[src/rtl/bsk_mgr_pkg.sv]
// Shared bsk_mgr parameters and types: number of parallel BSK cuts and the
// cut dispatcher FSM state encoding.
package bsk_mgr_pkg;

   localparam int BSK_CUT_NB = 4;

   typedef enum logic [1:0] {
      CUT_ST_IDLE  = 2'd0,
      CUT_ST_FILL  = 2'd1,
      CUT_ST_FLUSH = 2'd2
   } cut_disp_state_e;

endpackage

[src/rtl/bsk_mgr_cut_dispatch.sv]
// Spreads a stream of BSK words round-robin over BSK_CUT_NB cut RAMs, one
// registered write per accepted word. Optional sticky protocol error under BSK_MGR_CUT_DISPATCH_ERR_EN.
module bsk_mgr_cut_dispatch #(
   parameter int  BSK_CUT_NB = bsk_mgr_pkg::BSK_CUT_NB,
   parameter int  DATA_W     = 64,
   parameter int  CUT_DEPTH  = 256,
   localparam int CUT_ADD_W  = $clog2(CUT_DEPTH)
) (
   input  logic                  clk,
   input  logic                  a_rst,
   input  logic                  start,
   input  logic [CUT_ADD_W:0]    word_per_cut,
   input  logic [DATA_W-1:0]     in_data,
   input  logic                  in_vld,
   output logic                  in_rdy,
   output logic [BSK_CUT_NB-1:0] cut_wr_en,
   output logic [CUT_ADD_W-1:0]  cut_wr_add,
   output logic [DATA_W-1:0]     cut_wr_data,
   output logic                  busy,
   output logic                  done,
   output logic                  err
);
   import bsk_mgr_pkg::*;

   localparam int IDX_W = (BSK_CUT_NB > 1) ? $clog2(BSK_CUT_NB) : 1;
   localparam int CNT_W = CUT_ADD_W + 1;
   localparam logic [CNT_W-1:0] DEPTH_C  = CNT_W'(CUT_DEPTH);
   localparam logic [IDX_W-1:0] IDX_LAST = IDX_W'(BSK_CUT_NB - 1);

   cut_disp_state_e       state_q, state_d;
   logic [IDX_W-1:0]      idx_q, idx_d;
   logic [CUT_ADD_W-1:0]  add_q, add_d;
   logic [CNT_W-1:0]      wpc_q, wpc_d;
   logic [CNT_W-1:0]      wpc_clamp;
   logic [BSK_CUT_NB-1:0] wr_en_q, wr_en_d;
   logic [CUT_ADD_W-1:0]  wr_add_q;
   logic [DATA_W-1:0]     wr_data_q;
   logic                  accept;
   logic                  last_word;
   logic                  launch;

   assign wpc_clamp = (word_per_cut > DEPTH_C) ? DEPTH_C : word_per_cut;
   assign accept    = in_vld && in_rdy;
   assign launch    = (state_q == CUT_ST_IDLE) && start;
   // Last word: final cut of the final address row (wpc_q >= 1 whenever in FILL).
   assign last_word = (idx_q == IDX_LAST) && ({1'b0, add_q} == (wpc_q - CNT_W'(1)));

   always_ff @(posedge clk or posedge a_rst) begin
      if (a_rst) state_q <= CUT_ST_IDLE;
      else       state_q <= state_d;
   end

   always_comb begin
      state_d = state_q;
      case (state_q)
         CUT_ST_IDLE:  if (start) state_d = (wpc_clamp == '0) ? CUT_ST_FLUSH : CUT_ST_FILL;
         CUT_ST_FILL:  if (accept && last_word) state_d = CUT_ST_FLUSH;
         CUT_ST_FLUSH: state_d = CUT_ST_IDLE;
         default:      state_d = CUT_ST_IDLE;
      endcase
   end

   always_comb begin
      in_rdy = (state_q == CUT_ST_FILL);
      busy   = (state_q != CUT_ST_IDLE);
      done   = (state_q == CUT_ST_FLUSH);
   end

   // Cut index wraps and carries into the address, replacing k mod / k div.
   always_comb begin
      idx_d = idx_q;
      add_d = add_q;
      wpc_d = wpc_q;
      if (launch) begin
         idx_d = '0;
         add_d = '0;
         wpc_d = wpc_clamp;
      end else if (accept) begin
         if (idx_q == IDX_LAST) begin
            idx_d = '0;
            add_d = add_q + CUT_ADD_W'(1);
         end else begin
            idx_d = idx_q + IDX_W'(1);
         end
      end
   end

   assign wr_en_d = accept ? (BSK_CUT_NB'(1) << idx_q) : '0;

   always_ff @(posedge clk or posedge a_rst) begin
      if (a_rst) begin
         idx_q     <= '0;
         add_q     <= '0;
         wpc_q     <= '0;
         wr_en_q   <= '0;
         wr_add_q  <= '0;
         wr_data_q <= '0;
      end else begin
         idx_q   <= idx_d;
         add_q   <= add_d;
         wpc_q   <= wpc_d;
         wr_en_q <= wr_en_d;
         if (accept) begin
            wr_add_q  <= add_q;
            wr_data_q <= in_data;
         end
      end
   end

   assign cut_wr_en   = wr_en_q;
   assign cut_wr_add  = wr_add_q;
   assign cut_wr_data = wr_data_q;

`ifdef BSK_MGR_CUT_DISPATCH_ERR_EN
   logic err_q, err_d;

   assign err_d = err_q || (start && busy) || (in_vld && (state_q == CUT_ST_IDLE));

   always_ff @(posedge clk or posedge a_rst) begin
      if (a_rst) err_q <= 1'b0;
      else       err_q <= err_d;
   end

   assign err = err_q;
`else
   assign err = 1'b0;
`endif

endmodule

[config.mk]
export PLATFORM = sky130hd
export DESIGN_NAME = bsk_mgr_cut_dispatch
export DESIGN_NICKNAME = d
export VERILOG_FILES = /design/src/rtl/bsk_mgr_pkg.sv /design/src/rtl/bsk_mgr_cut_dispatch.sv
export SDC_FILE = /design/constraint.sdc
export NUM_CORES = 1
export LEC_CHECK = 0
export BUFFER_PORTS_ARGS = -buffer_cell sky130_fd_sc_hd__buf_2
export CELL_PAD_IN_SITES_DETAIL_PLACEMENT = 1
export CELL_PAD_IN_SITES_GLOBAL_PLACEMENT = 2
export CORE_UTILIZATION = 25
export CTS_CLUSTER_DIAMETER = 30
export DETAILED_ROUTE_END_ITERATION = 8
export GPL_ROUTABILITY_DRIVEN = 0
export PLACE_DENSITY = 0.76
export SLEW_MARGIN = 20
export SYNTH_ARGS = -nofsm -noshare
export SYNTH_HDL_FRONTEND = slang
export SYNTH_SLANG_ARGS = --single-unit
[constraint.sdc]
create_clock -name clk -period 3.25 [get_ports clk]
set_clock_uncertainty 0.05 [all_clocks]
set_input_delay 0.65 -clock clk [delete_from_list [all_inputs] [get_ports clk]]
set_output_delay 0.65 -clock clk [all_outputs]
set_load 0.01 [all_outputs]
# --- After elaboration in Yosys (flattened, before gate mapping) ---
# Index checks and enable logic that the tools add are counted.
op_classes:
  add_sub_neg: 3
  order_cmp: 1
  eq_ne: 6
  shift: 1
  mux: 12
  reduce_logical: 11
ops:
  columns: ["cell", "count"]
  rows:
  - ["$mux W8", 3]
  - ["$mux W2", 6]
  - ["$eq A8 B9 Y1", 1]
  - ["$gt A9 B9 Y1 const B", 1]
  - ["$logic_not A9 Y1", 1]
  - ["$mux W9", 1]
  - ["$sub A9 B1 Y9 const B", 1]
  - ["$add A8 B1 Y8 const B", 1]
  - ["$reduce_bool A2 Y1", 3]
  - ["$eq A2 B2 Y1 const B", 2]
  - ["$logic_and A1 B1 Y1", 4]
  - ["$mux W4", 1]
  - ["$pmux W2 S2", 1]
  - ["$reduce_and A2 Y1", 2]
  - ["$shl A1 B2 Y4 const A", 1]
  - ["$add A2 B1 Y2 const B", 1]
  - ["$eq A2 B1 Y1 const B", 1]
  - ["$logic_not A2 Y1", 1]
  - ["$ne A2 B1 Y1 const B", 1]
  - ["$ne A2 B2 Y1 const B", 1]
totals:
  register_bits: 97
  input_bits: 77
  word_cells: 41

# --- Longest topological paths before layout ---
depth:
  ltp_word: 6
  ltp_mapped: 8
  depth_no_buf: 8

# --- Least setup slack after synthesis ---
# Ideal clock, no wire load.
synth_path:
  path_kind: "input-to-reg"
  from: "input in_vld"
  to: "register add_q[7]"
  arrival_time_ps: 1695
  t_required_ps: 3122
  setup_slack_ps: 1427
  stages: 6
  path_buffers: 1
  path_cell_list: "and3_1 buf_6 and3_4 nand4_4 or3_1 a21oi_1"
synth_via:
  elab_chain_len: 3
synth_lines:
  columns: ["item", "line", "source"]
  rows:
  - ["start, declared", "bsk_mgr_cut_dispatch.sv:14", "input logic in_vld,"]
  - ["$logic_and A1 B1 Y1", "bsk_mgr_cut_dispatch.sv:43", "assign accept = in_vld && in_rdy;"]
  - ["$reduce_bool A2 Y1 (no line)", null, null]
  - ["$reduce_and A2 Y1 (no line)", null, null]
  - ["end signal, assigned", "bsk_mgr_cut_dispatch.sv:93", "add_q <= '0;"]
  - ["end signal, assigned", "bsk_mgr_cut_dispatch.sv:100", "add_q <= add_d;"]
  - ["end, declared", "bsk_mgr_cut_dispatch.sv:32", "logic [CUT_ADD_W-1:0] add_q, add_d;"]
# Every way passes these cells.
# A chain may end at the register's enable or synchronous reset.

# --- Worst setup path after layout ---
layout_path:
  from: "register state_q[1]"
  to: "register state_q[0]"
layout_via:
  elab_chain_len: 5
  elab_cells_between_ends: 8
  cone_classes: "eq/ne (3); mux (1); reduce/logical (4)"
layout_lines:
  columns: ["item", "line", "source"]
  rows:
  - ["start, declared", "bsk_mgr_cut_dispatch.sv:30", "cut_disp_state_e state_q, state_d;"]
  - ["start signal, assigned", "bsk_mgr_cut_dispatch.sv:50", "else state_q <= state_d;"]
  - ["$eq A2 B1 Y1", "bsk_mgr_cut_dispatch.sv:55, bsk_mgr_cut_dispatch.sv:64", null]
  - ["$logic_and A1 B1 Y1", "bsk_mgr_cut_dispatch.sv:43", null]
  - ["$logic_and A1 B1 Y1", "bsk_mgr_cut_dispatch.sv:57", "CUT_ST_FILL: if (accept && last_word) state_d = CUT_ST_FLUSH;"]
  - ["$ne A2 B1 Y1 (no line)", null, null]
  - ["$reduce_and A2 Y1 (no line)", null, null]
# Several ways; a longest one is shown, not always the timed one.

==> flow_summary.json <==
{
  "synthMostInstantiatedCell": "nand2_1",
  "ys_ff_latch": 97,
  "synth_ff_type": "dfrtp_1",
  "startpoint_type": "flip-flop",
  "fin_setup_tns_ps": 0,
  "drv_slew": 0,
  "arrival_ps": 2260,
  "clock_power_share_pct": 28.6,
  "end_kind": "flip-flop",
  "fin_nets": 691,
  "r2r_end": "state_q[0]$_DFFE_PP0P_",
  "placed_cell_area_um2": 5134,
  "post_cts_buffers": 0,
  "vdd_drop_max_mv": 0.2966,
  "antenna_found_initial": 0,
  "worst_slew_pin_slew_ps": 603.0,
  "cp_max_fo": 8,
  "area_growth_pct": 32.22,
  "synth-simple-area-share_pct": 29.64,
  "max_cap_violations": 0,
  "fin_util_pct": 34.08,
  "io_pins": 157,
  "synth_xor_area_share_pct": 2.973,
  "synth.avg_cell_area_um2": 8.965,
  "detail-route-antenna-nets": 0,
  "num-fill-cells": 1944,
  "avgRoutedWirePerCell_um": 13.91,
  "yosys.area.top_type": "dfrtp_1",
  "firstDrtPassIters": 4,
  "synth_top_area_share_pct": 58.86,
  "ys_types": 39,
  "rsz0062_at_grt": "no",
  "seq_power_share_pct": 42.6,
  "crit_path_top_delay_cell": "dfrtp_1",
  "routed_wl_um": 11520,
  "yosysSeqAreaShare_pct": 58.86,
  "grt_overflow": 0,
  "coreArea_um2": 16000,
  "relSlewSlack_pct": 59.80,
  "die_area_um2": 17010,
  "first_iter_violations": 136,
  "hp-class": "in2async",
  "outcome": "completed",
  "r2r_start": "state_q[1]$_DFFE_PP0P_",
  "powerDensity_nw_per_um2": 739.7,
  "synth_edf_count": 0,
  "htree_levels": 3,
  "critical_path_class": "reg2reg",
  "async_reset_ff_share_pct": 100.0,
  "drc": 0,
  "syn-cell-area_um2": 4124,
  "numCtsBuffers": 9,
  "n_antenna_cell": 0,
  "synthMuxAreaShare_pct": 0.2427,
  "ctsHoldBuffers": 0,
  "p_int_mw": 2.659,
  "dieHeight_um": 130.4,
  "swShare_pct": 34.07,
  "root_buffer": "clkbuf_16",
  "p_leak_nw": 3.013,
  "p_sw_mw": 1.374,
  "syn_inst": 460,
  "rows": 46,
  "period_needed_ps": 2077,
  "via_per_inst": 4.261,
  "die_x_um": 130.4,
  "clk_transition_reported_paths_ps": 70,
  "synth.area.top_cells": "dfrtp_1, nand2_1, ha_1, xnor2_1, clkbuf_1",
  "ctsResizeCount": 0,
  "finalCritPeriodShare_pct": 63.89,
  "timing.reg2reg.setup_slack_ps": 1170,
  "pwr-share-comb_pct": 28.9,
  "finalSetupViolations": 0,
  "vias": 3528,
  "cts_num_sinks": 97,
  "grt_max_degree": 58,
  "cpPeakStageDelay_ps": 420,
  "hold_violations": 0,
  "worstSkewPairLatency_ps": 340,
  "grt_pass1_wl_um": 18050,
  "cts_tree": "yes",
  "dp_hpwl_um": 8285,
  "crit_chain": "nor2b_4 > and3_1 > nor4b_1 > o2111ai_1 > nand4b_1 > a22o_1",
  "crit_required_ps": 3440,
  "layout-drive-gt1-share_pct": 29.58,
  "worstRegToRegCells": 6,
  "grt_pass1_vias": 3620,
  "final_area_um2": 5453,
  "initial_utilization_pct": 25.77,
  "io_buffers": 155,
  "synth_compound_area_share_pct": 3.095,
  "track_usage_pct": 13.83,
  "syn_nets": 543,
  "synth_top_family_by_area": "simple AND/OR/NAND/NOR gates",
  "yosys-top-cells-count": "nand2_1, dfrtp_1, clkbuf_1",
  "synth_fa_ha_area_share_pct": 1.820,
  "fin_total_pwr_mw": 4.033,
  "ys_warn_count": 0,
  "cts_buffer_depth": 2,
  "max_freq_mhz": 481.6
}
## layer usage
layer | up-vias | share of wire, % | track usage (%)
met1 | 1683 | 46 | 17.85
li1 | 1730 | - | -
met4 | 0 | 1.4 | 5.274
met2 | 101 | 46 | 22.53
met5 | - | 0 | 0
met3 | 14 | 5.9 | 3.257
## metrics by stage
step	worst slack [ps]	cells	hold slack, ps
finish	1173	828	303.6
global route	1046	828	354.0
CTS	1192	828	321.1
detailed placement	1089	813	409.1
global placement	1131	813	401.6
floorplan	16.28	460	435.2
## power groups by stage
| stage | combinational [mW] | sequential (mW) | clock, mW |
|---|---|---|---|
| after floorplan | 0.639 | 1.79 | 0 |
| after global placement | 1.15 | 1.73 | 0 |
| after detailed placement | 1.19 | 1.74 | 0 |
| after CTS | 1.20 | 1.72 | 1.19 |
| after global routing | 1.33 | 1.76 | 1.24 |
| final | 1.16 | 1.72 | 1.15 |
## how the worst max path moves through the flow
stage / start / cells after the start / slack, ps / end
after floorplan: a_rst / 1 / 20 / add_q[0]$_DFFE_PP0P_
after global placement: in_vld / 6 / 1130 / state_q[0]$_DFFE_PP0P_
after detailed placement: in_vld / 6 / 1090 / state_q[0]$_DFFE_PP0P_
after CTS: state_q[1]$_DFFE_PP0P_ / 6 / 1190 / state_q[0]$_DFFE_PP0P_
after global routing: state_q[1]$_DFFE_PP0P_ / 6 / 1050 / state_q[0]$_DFFE_PP0P_
final: state_q[1]$_DFFE_PP0P_ / 6 / 1170 / state_q[0]$_DFFE_PP0P_
## placed cells by master, fill, tap and decap left out, types with 2 or more instances in the layout
master	Yosys	layout
buf_2	0	155
a21oi_1	5	5
bufinv_16	0	2
buf_12	0	2
nor3_1	5	5
dfrtp_1	97	97
o21ai_0	9	9
nor2_1	14	14
xnor2_1	8	8
xor2_1	6	6
nand2_1	236	235
nand3_1	2	2
nor4b_1	2	2
inv_1	8	7
nand3b_1	8	8
clkbuf_16	0	9
nand4_1	2	2
ha_1	6	6
and2_0	2	2
nor2b_1	2	2
and3_1	5	5
clkinvlp_4	0	2
nor4_1	2	2
buf_4	1	3
## sequential cells by signal, indices dropped and copies added, names as in the netlist
signal and count:
cut_wr_en 4, state_q 2, idx_q 2, wpc_q 9, cut_wr_data 64, cut_wr_add 8
add_q 8
## cell type report
class,count,area [um^2],area share [%]
multi-input cells,332,1565,28.71
well taps,216,270.3,4.956
inverters,8,32.53,0.5966
clock buffers,10,239.0,4.383
repair buffers,160,838.3,15.37
clock inverters,5,80.08,1.469
flip-flops and latches,97,2427,44.52
## kinds of logic (layout without fill, tap and decap cells)
group                    after synthesis  count (layout)
buffers and inverters                 31             183
other                                  1               1
multiplexers                           1               1
XOR/XNOR                              14              14
adder cells (fa/ha/maj)                6               6
AO/OA/AOI/OAI                         21              21
flip-flops                            97              97
AND/OR/NAND/NOR                      289             289
## worst max-delay path: cells and delay by family, from the launching register on
kind            cells  cell delay (ps)
compound gates      2              380
flops               1              420
simple gates        4             1130
(Power assumes the default switching activity.)
